$ cat config.mk
export PLATFORM = sky130hd
export DESIGN_NAME = pipeline_hazard_ctrl
export DESIGN_NICKNAME = d
export VERILOG_FILES = /design/src/rtl/pipeline_hazard_ctrl_pkg.sv /design/src/rtl/pipeline_hazard_ctrl_hazard_cmp.sv /design/src/rtl/pipeline_hazard_ctrl.sv
export SDC_FILE = /design/constraint.sdc
export NUM_CORES = 1
export LEC_CHECK = 0
export ABC_AREA = 1
export BUFFER_PORTS_ARGS = -buffer_cell sky130_fd_sc_hd__buf_2
export CORE_MARGIN = 3
export CORE_UTILIZATION = 56
export CTS_BUF_LIST = sky130_fd_sc_hd__clkbuf_8
export DETAILED_ROUTE_END_ITERATION = 8
export GPL_TIMING_DRIVEN = 0
export PLACE_DENSITY_LB_ADDON = 0.12
export SKIP_LAST_GASP = 1
export SYNTH_ARGS = -nofsm -noshare
export SYNTH_HDL_FRONTEND = slang
export SYNTH_SLANG_ARGS = --single-unit
$ cat constraint.sdc
create_clock -name clk -period 3.05 [get_ports clk]
set_input_delay 0.915 -clock clk [delete_from_list [all_inputs] [get_ports clk]]
set_output_delay 0.915 -clock clk [all_outputs]
set_load 0.05 [all_outputs]
$ cat src/rtl/pipeline_hazard_ctrl_pkg.sv
// ============================================================================
// Module   : pipeline_hazard_ctrl_pkg
// Brief    : Shared FSM state encoding and constants for the hazard controller.
// Revision : 1.0 - initial release
// ============================================================================
`default_nettype none

package pipeline_hazard_ctrl_pkg;

  localparam int         REG_IDX_W     = 5;
  localparam int         WAIT_CNT_W    = 8;
  localparam logic [7:0] TIMEOUT_LIMIT = 8'd255;

  typedef enum logic [1:0] {
    ST_RUN        = 2'd0,
    ST_LOAD_STALL = 2'd1,
    ST_BR_FLUSH   = 2'd2,
    ST_MEM_WAIT   = 2'd3
  } state_t;

endpackage

`default_nettype wire

$ cat src/rtl/pipeline_hazard_ctrl_hazard_cmp.sv
// ============================================================================
// Module   : hazard_cmp
// Brief    : Combinational load-use comparator: three ID sources against rd_ex.
// Revision : 1.0 - initial release
// ============================================================================
`default_nettype none

module hazard_cmp
  import pipeline_hazard_ctrl_pkg::*;
(
  input  logic [REG_IDX_W-1:0] rs1_id,
  input  logic [REG_IDX_W-1:0] rs2_id,
  input  logic [REG_IDX_W-1:0] rs3_id,
  input  logic [REG_IDX_W-1:0] rd_ex,
  input  logic                 mem_read_ex,
  input  logic                 reg_write_ex,
  output logic                 hazard
);

  logic w_src_match;
  logic w_rd_valid;

  // r0 is hardwired to zero, so a load targeting it never creates a dependency
  assign w_rd_valid  = mem_read_ex && reg_write_ex && (rd_ex != '0);
  assign w_src_match = (rd_ex == rs1_id) || (rd_ex == rs2_id) || (rd_ex == rs3_id);
  assign hazard      = w_rd_valid && w_src_match;

endmodule

`default_nettype wire

$ cat src/rtl/pipeline_hazard_ctrl.sv
// ============================================================================
// Module   : pipeline_hazard_ctrl
// Brief    : Moore hazard FSM (load-use stall, branch flush, vector-memory wait).
//            Optional HAZARD_PERF_CNT_EN adds saturating stall/flush counters.
// Revision : 1.0 - initial release
// ============================================================================
`default_nettype none

module pipeline_hazard_ctrl
  import pipeline_hazard_ctrl_pkg::*;
(
  input  logic                 clk,
  input  logic                 rst,
  input  logic [REG_IDX_W-1:0] rs1_id,
  input  logic [REG_IDX_W-1:0] rs2_id,
  input  logic [REG_IDX_W-1:0] rs3_id,
  input  logic [REG_IDX_W-1:0] rd_ex,
  input  logic                 mem_read_ex,
  input  logic                 reg_write_ex,
  input  logic                 branch_taken_ex,
  input  logic                 vmem_req_ex,
  input  logic                 vmem_done,
  output logic                 pc_stall,
  output logic                 ifid_stall,
  output logic                 idex_stall,
  output logic                 exmem_stall,
  output logic                 ifid_flush,
  output logic                 idex_flush,
  output logic                 busy,
  output logic                 timeout_err
`ifdef HAZARD_PERF_CNT_EN
  ,
  output logic [15:0]          stall_cnt,
  output logic [15:0]          flush_cnt
`endif
);

  state_t                r_state;
  state_t                w_state_nxt;
  logic [WAIT_CNT_W-1:0] r_wait_cnt;
  logic [WAIT_CNT_W-1:0] w_wait_cnt_nxt;
  logic [WAIT_CNT_W-1:0] w_wait_cnt_inc;
  logic                  w_timeout_set;
  logic                  w_hazard;

  logic r_pc_stall, r_ifid_stall, r_idex_stall, r_exmem_stall;
  logic r_ifid_flush, r_idex_flush, r_busy, r_timeout_err;
  logic w_pc_stall, w_ifid_stall, w_idex_stall, w_exmem_stall;
  logic w_ifid_flush, w_idex_flush, w_busy;

  hazard_cmp u_hazard_cmp (
    .rs1_id       (rs1_id),
    .rs2_id       (rs2_id),
    .rs3_id       (rs3_id),
    .rd_ex        (rd_ex),
    .mem_read_ex  (mem_read_ex),
    .reg_write_ex (reg_write_ex),
    .hazard       (w_hazard)
  );

  assign w_wait_cnt_inc = r_wait_cnt + 8'd1;

  always_comb begin
    w_state_nxt    = r_state;
    w_wait_cnt_nxt = r_wait_cnt;
    w_timeout_set  = 1'b0;
    case (r_state)
      ST_RUN: begin
        w_wait_cnt_nxt = '0;
        if (vmem_req_ex)          w_state_nxt = ST_MEM_WAIT;
        else if (branch_taken_ex) w_state_nxt = ST_BR_FLUSH;
        else if (w_hazard)        w_state_nxt = ST_LOAD_STALL;
      end
      ST_LOAD_STALL: w_state_nxt = ST_RUN;
      ST_BR_FLUSH:   w_state_nxt = ST_RUN;
      ST_MEM_WAIT: begin
        // Completion wins over a timeout landing on the same cycle
        if (vmem_done) begin
          w_state_nxt    = ST_RUN;
          w_wait_cnt_nxt = '0;
        end else if (w_wait_cnt_inc == TIMEOUT_LIMIT) begin
          w_state_nxt    = ST_RUN;
          w_wait_cnt_nxt = '0;
          w_timeout_set  = 1'b1;
        end else begin
          w_wait_cnt_nxt = w_wait_cnt_inc;
        end
      end
      default: w_state_nxt = ST_RUN;
    endcase
  end

  // Outputs are decoded from the next state and registered alongside it
  always_comb begin
    w_pc_stall    = 1'b0;
    w_ifid_stall  = 1'b0;
    w_idex_stall  = 1'b0;
    w_exmem_stall = 1'b0;
    w_ifid_flush  = 1'b0;
    w_idex_flush  = 1'b0;
    w_busy        = (w_state_nxt != ST_RUN);
    case (w_state_nxt)
      ST_LOAD_STALL: begin
        w_pc_stall   = 1'b1;
        w_ifid_stall = 1'b1;
        w_idex_flush = 1'b1;
      end
      ST_BR_FLUSH: begin
        w_ifid_flush = 1'b1;
        w_idex_flush = 1'b1;
      end
      ST_MEM_WAIT: begin
        w_pc_stall    = 1'b1;
        w_ifid_stall  = 1'b1;
        w_idex_stall  = 1'b1;
        w_exmem_stall = 1'b1;
      end
      default: ;
    endcase
  end

  always_ff @(negedge clk) begin
    if (!rst) begin
      r_state       <= ST_RUN;
      r_wait_cnt    <= '0;
      r_pc_stall    <= 1'b0;
      r_ifid_stall  <= 1'b0;
      r_idex_stall  <= 1'b0;
      r_exmem_stall <= 1'b0;
      r_ifid_flush  <= 1'b0;
      r_idex_flush  <= 1'b0;
      r_busy        <= 1'b0;
      r_timeout_err <= 1'b0;
    end else begin
      r_state       <= w_state_nxt;
      r_wait_cnt    <= w_wait_cnt_nxt;
      r_pc_stall    <= w_pc_stall;
      r_ifid_stall  <= w_ifid_stall;
      r_idex_stall  <= w_idex_stall;
      r_exmem_stall <= w_exmem_stall;
      r_ifid_flush  <= w_ifid_flush;
      r_idex_flush  <= w_idex_flush;
      r_busy        <= w_busy;
      r_timeout_err <= r_timeout_err | w_timeout_set;
    end
  end

  assign pc_stall    = r_pc_stall;
  assign ifid_stall  = r_ifid_stall;
  assign idex_stall  = r_idex_stall;
  assign exmem_stall = r_exmem_stall;
  assign ifid_flush  = r_ifid_flush;
  assign idex_flush  = r_idex_flush;
  assign busy        = r_busy;
  assign timeout_err = r_timeout_err;

`ifdef HAZARD_PERF_CNT_EN
  logic [15:0] r_stall_cnt;
  logic [15:0] r_flush_cnt;

  always_ff @(negedge clk) begin
    if (!rst) begin
      r_stall_cnt <= '0;
      r_flush_cnt <= '0;
    end else begin
      if (r_pc_stall && (r_stall_cnt != 16'hFFFF)) r_stall_cnt <= r_stall_cnt + 16'd1;
      if (r_idex_flush && (r_flush_cnt != 16'hFFFF)) r_flush_cnt <= r_flush_cnt + 16'd1;
    end
  end

  assign stall_cnt = r_stall_cnt;
  assign flush_cnt = r_flush_cnt;
`endif

endmodule

`default_nettype wire

==> results.txt <==
met2 is the most crowded layer. The count of pins on the block boundary came out at 35. The synthesized area per cell came out at 6.10 µm². The met2 routing resource usage after global routing came out at 44.8%. The library cell with the highest instance count after synthesis is sky130_fd_sc_hd__nand2_1.

The net count after synthesis came out at 216. In this run, placement finished with an instance count of 241. The sequential-to-total area share from yosys stat is 27.0%.

CTS built an H-tree with a depth of 1. Of the total power, combinational logic draws 31.9%. The number of clock sinks seen by CTS came out at 15.

The proportion of power drawn by the clock network came out at 38.0%. The met3 global-route usage came out at 12.8%. The final critical-path setup slack is -606 ps. The switching component of the power is 0.000304 W. The number of failing hold endpoints at the final stage came out at 0. Once detail routing completed, the nets flagged for antenna violations numbered 0. The switching power as a share of total power came out at 41.9%.

The relative slew slack came out at 59.3%. The area of combinational cells with multiple inputs is 748 µm². The first-pass GRT wire length is 5.29 mm. For this run, design rule violations remaining after detail routing come to 0.

The share of synthesized area in the top cell type comes to 27.0%. The number of filler instances in the final layout is 61. The placer's final routability congestion estimate is 0.888. Cells with a size suffix above 1 make up 36.9% of the layout. Port buffering added 34 buffers. The number of global-route vias before repair is 1330. In this run the deepest clock path goes through 2 buffers. The peak ir drop on the vdd network is 0.000512 V. The number of DRC violations after detailed-routing iteration 0 is 100.

The detailed-router iteration count before antenna repair is 6. The utilization of the core after routing is 94.4%. The startpoint type of the worst setup path is a primary input. Dividing the detail-routed via count by the number of cells gives 5.84. The max capacitance violation total came out at 0. The number of max-slew violations in the final report is 0. Setup repair after global routing could not meet its margin everywhere. In the synthesized netlist the dominant register cell turns out to be sky130_fd_sc_hd__dfxtp_1.

The number of clock buffers inserted by TritonCTS came out at 3. The data required time of the worst path is 1770 ps. The floorplan step defined a die boundary enclosing 2550 µm². At the pin with the least slew margin, the transition time is 611 ps. Hold is met by 496 ps.

In the post-synthesis netlist, the biggest area contributors are sky130_fd_sc_hd__dfxtp_1 (27%), sky130_fd_sc_hd__nand2_1 (20%), sky130_fd_sc_hd__inv_1 (11%). The cell type contributing the most total cell area after synthesis is sky130_fd_sc_hd__dfxtp_1. The overall via count from detail_route is 1524. The total routing usage reported by global routing came out at 27.4%.

Once the floorplan was initialized, standard cells occupied 61.7% of the core. The net count reported at finish came out at 271. Of all nets on the critical path, the largest fanout is 5. The number of antenna violations at the first check in global routing came to 0. The number of enable flip-flop cells after synthesis came out at 0. The areal power density over the cells came out at 427 nW/µm². The met1 capacity usage during global routing came out at 27.8%. The chip width is 50.5 µm.

The register area is 312 µm². TritonCTS built the clock tree. The flop and latch count out of synthesis is 15.

The cell sitting at the root of the clock tree is a sky130_fd_sc_hd__clkbuf_8. The area of the core came out at 1800 µm². Wires add up to 4.79 mm. The internal portion of the total power is 0.000422 W. Data on the critical path arrives at its endpoint at 2370 ps. The total grt overflow came out at 0.

The floorplan step set the die height to 50.5 µm. The clock transition at the registers of the reported paths came out at 40 ps. The distinct cell type count of the synthesized netlist is 21. The setup TNS is -4780 ps. Sequential cells burn 30.1% of the power.

The post-route cell area is 1700 µm². The number of warnings reported in the yosys synthesis log came out at 0. The path category of the worst min-delay check is reg2reg. The checks that failed: negative setup slack. The worst setup path is of the in2reg kind.

The number of rows in the core area is 15. For the final database, setup skew stands at 25.6 ps. By count the netlist is led by sky130_fd_sc_hd__nand2_1 (58), sky130_fd_sc_hd__inv_1 (34), sky130_fd_sc_hd__nor2_1 (20). The antenna diode instance count came out at 0.

The HPWL after detailed placement is 1.95 mm. The worst-skew pair later-pin latency came out at 350 ps. The area of the mapped netlist came out at 1110 µm². The count of mapped cells out of synthesis is 182. The endpoint kind of the worst setup timing path is a register.

Counting flops with an async set or reset pin after synthesis yields a share of 0%. The flow ran to the end, but the final reports show violations. The total of endpoints with negative setup slack in the final report is 20. The total leakage power is 0.921 nW. The post-placement cell area is 1330 µm². The final standard cell count with taps included and fillers excluded came out at 261. Compared with the post-synthesis result, the final layout area differs by 53.2%.

Dividing the detail-routed wire length by the instance count gives 18.3 µm. The maximum number of pins on one net before global-route repair came out at 11.
[timing repair]
item / CTS / global route
hold buffers: 0 / 0
pin swaps: 14 / 22
setup endpoints to repair: 14 / 17
resized for setup: 39 / 42
setup buffers: 1 / 1
endpoints found under the hold margin: 0 / 0
[placed cells by master (no fill, tap or decap), types with 7 or more instances in the layout]
master                    netlist  layout
sky130_fd_sc_hd__nand2_1       58      45
sky130_fd_sc_hd__inv_1         34      40
sky130_fd_sc_hd__buf_2          0      16
sky130_fd_sc_hd__nand2_2        1      14
sky130_fd_sc_hd__nor2_1        20      13
sky130_fd_sc_hd__dfxtp_1       15      10
sky130_fd_sc_hd__buf_8          0      10
sky130_fd_sc_hd__inv_2          2       9
sky130_fd_sc_hd__nand3_1       11       9
sky130_fd_sc_hd__buf_6          0       8
sky130_fd_sc_hd__nor2_2         2       7
sky130_fd_sc_hd__a21oi_1        7       7
[kinds of logic (layout without fill, tap and decap cells)]
logic type	Yosys count	in the layout	share of synthesized area [%]
compound gates	12	12	6.08
xor+xnor	9	9	7.09
flops	15	15	27.0
fa+ha+maj	7	7	7.88
simple gates	99	99	37.7
buf+inv	40	94	14.2
[power by group through the flow]
stage | registers [W] | clock network (W) | logic, W
after detailed placement | 0.000216 | 0.0000321 | 0.000149
after global routing | 0.000219 | 0.000298 | 0.000243
final | 0.000219 | 0.000276 | 0.000231
after global placement | 0.000215 | 0.0000321 | 0.000145
after floorplan | 0.000245 | 0.0000321 | 0.0000739
after CTS | 0.000216 | 0.000265 | 0.000181
[critical path, cell delays in order]
cell,delay [ps]
sky130_fd_sc_hd__buf_8,110
sky130_fd_sc_hd__nand2_1,100
sky130_fd_sc_hd__nand2_2,90
sky130_fd_sc_hd__nor2_4,120
sky130_fd_sc_hd__nand3_2,120
sky130_fd_sc_hd__nand3_2,90
sky130_fd_sc_hd__nand2_2,70
sky130_fd_sc_hd__nand2_1,60
sky130_fd_sc_hd__nand2_1,50
sky130_fd_sc_hd__nand2_1,70
sky130_fd_sc_hd__nand2_2,60
sky130_fd_sc_hd__nand2_2,90
sky130_fd_sc_hd__inv_2,60
sky130_fd_sc_hd__ha_1,230
sky130_fd_sc_hd__nor2_1,140
[layout make-up]
cell class	count	area share (%)
Multi-Input combinational cell	127	44.0
Clock buffer	3	2.43
Tap cell	25	1.84
Clock inverter	16	3.82
Buffer	4	1.76
Timing Repair Buffer	36	20.0
Inverter	35	7.87
Sequential cell	15	18.3
[sequential cells by signal, indices dropped and copies added, names as in the netlist]
| register | count |
|---|---|
| r_state | 1 |
| timeout_err | 1 |
| r_wait_cnt | 8 |
| exmem_stall | 1 |
| ifid_flush | 1 |
| idex_flush | 1 |
| ifid_stall | 1 |
| busy | 1 |
[routing by layer]
metal	share of wire (%)	vias up
met5	0	-
met4	6.4	0
met3	11	44
met2	49	131
met1	34	691
li1	-	658
[worst paths after layout]
check | from | end | slack, ps | cells past startpoint
setup / recovery | rd_ex[2] | busy$_SDFF_NN0_ | -610 | 15
hold / removal | timeout_err$_SDFF_NN0_ | timeout_err$_SDFF_NN0_ | 500 | 1
setup reg to reg | r_wait_cnt[1]$_SDFFE_NN0P_ | busy$_SDFF_NN0_ | 800 | 11
hold reg to reg | timeout_err$_SDFF_NN0_ | timeout_err$_SDFF_NN0_ | 500 | 1
[per-stage QoR]
stage	setup slack, ps	total power (W)
6_report	-606	0.000726
5_1_grt	-669	0.000760
4_1_cts	-434	0.000662
3_5_place_dp	-858	0.000397
3_3_place_gp	-796	0.000393
2_1_floorplan	-526	0.000351
No activity file was read; power rests on OpenSTA's default activity.
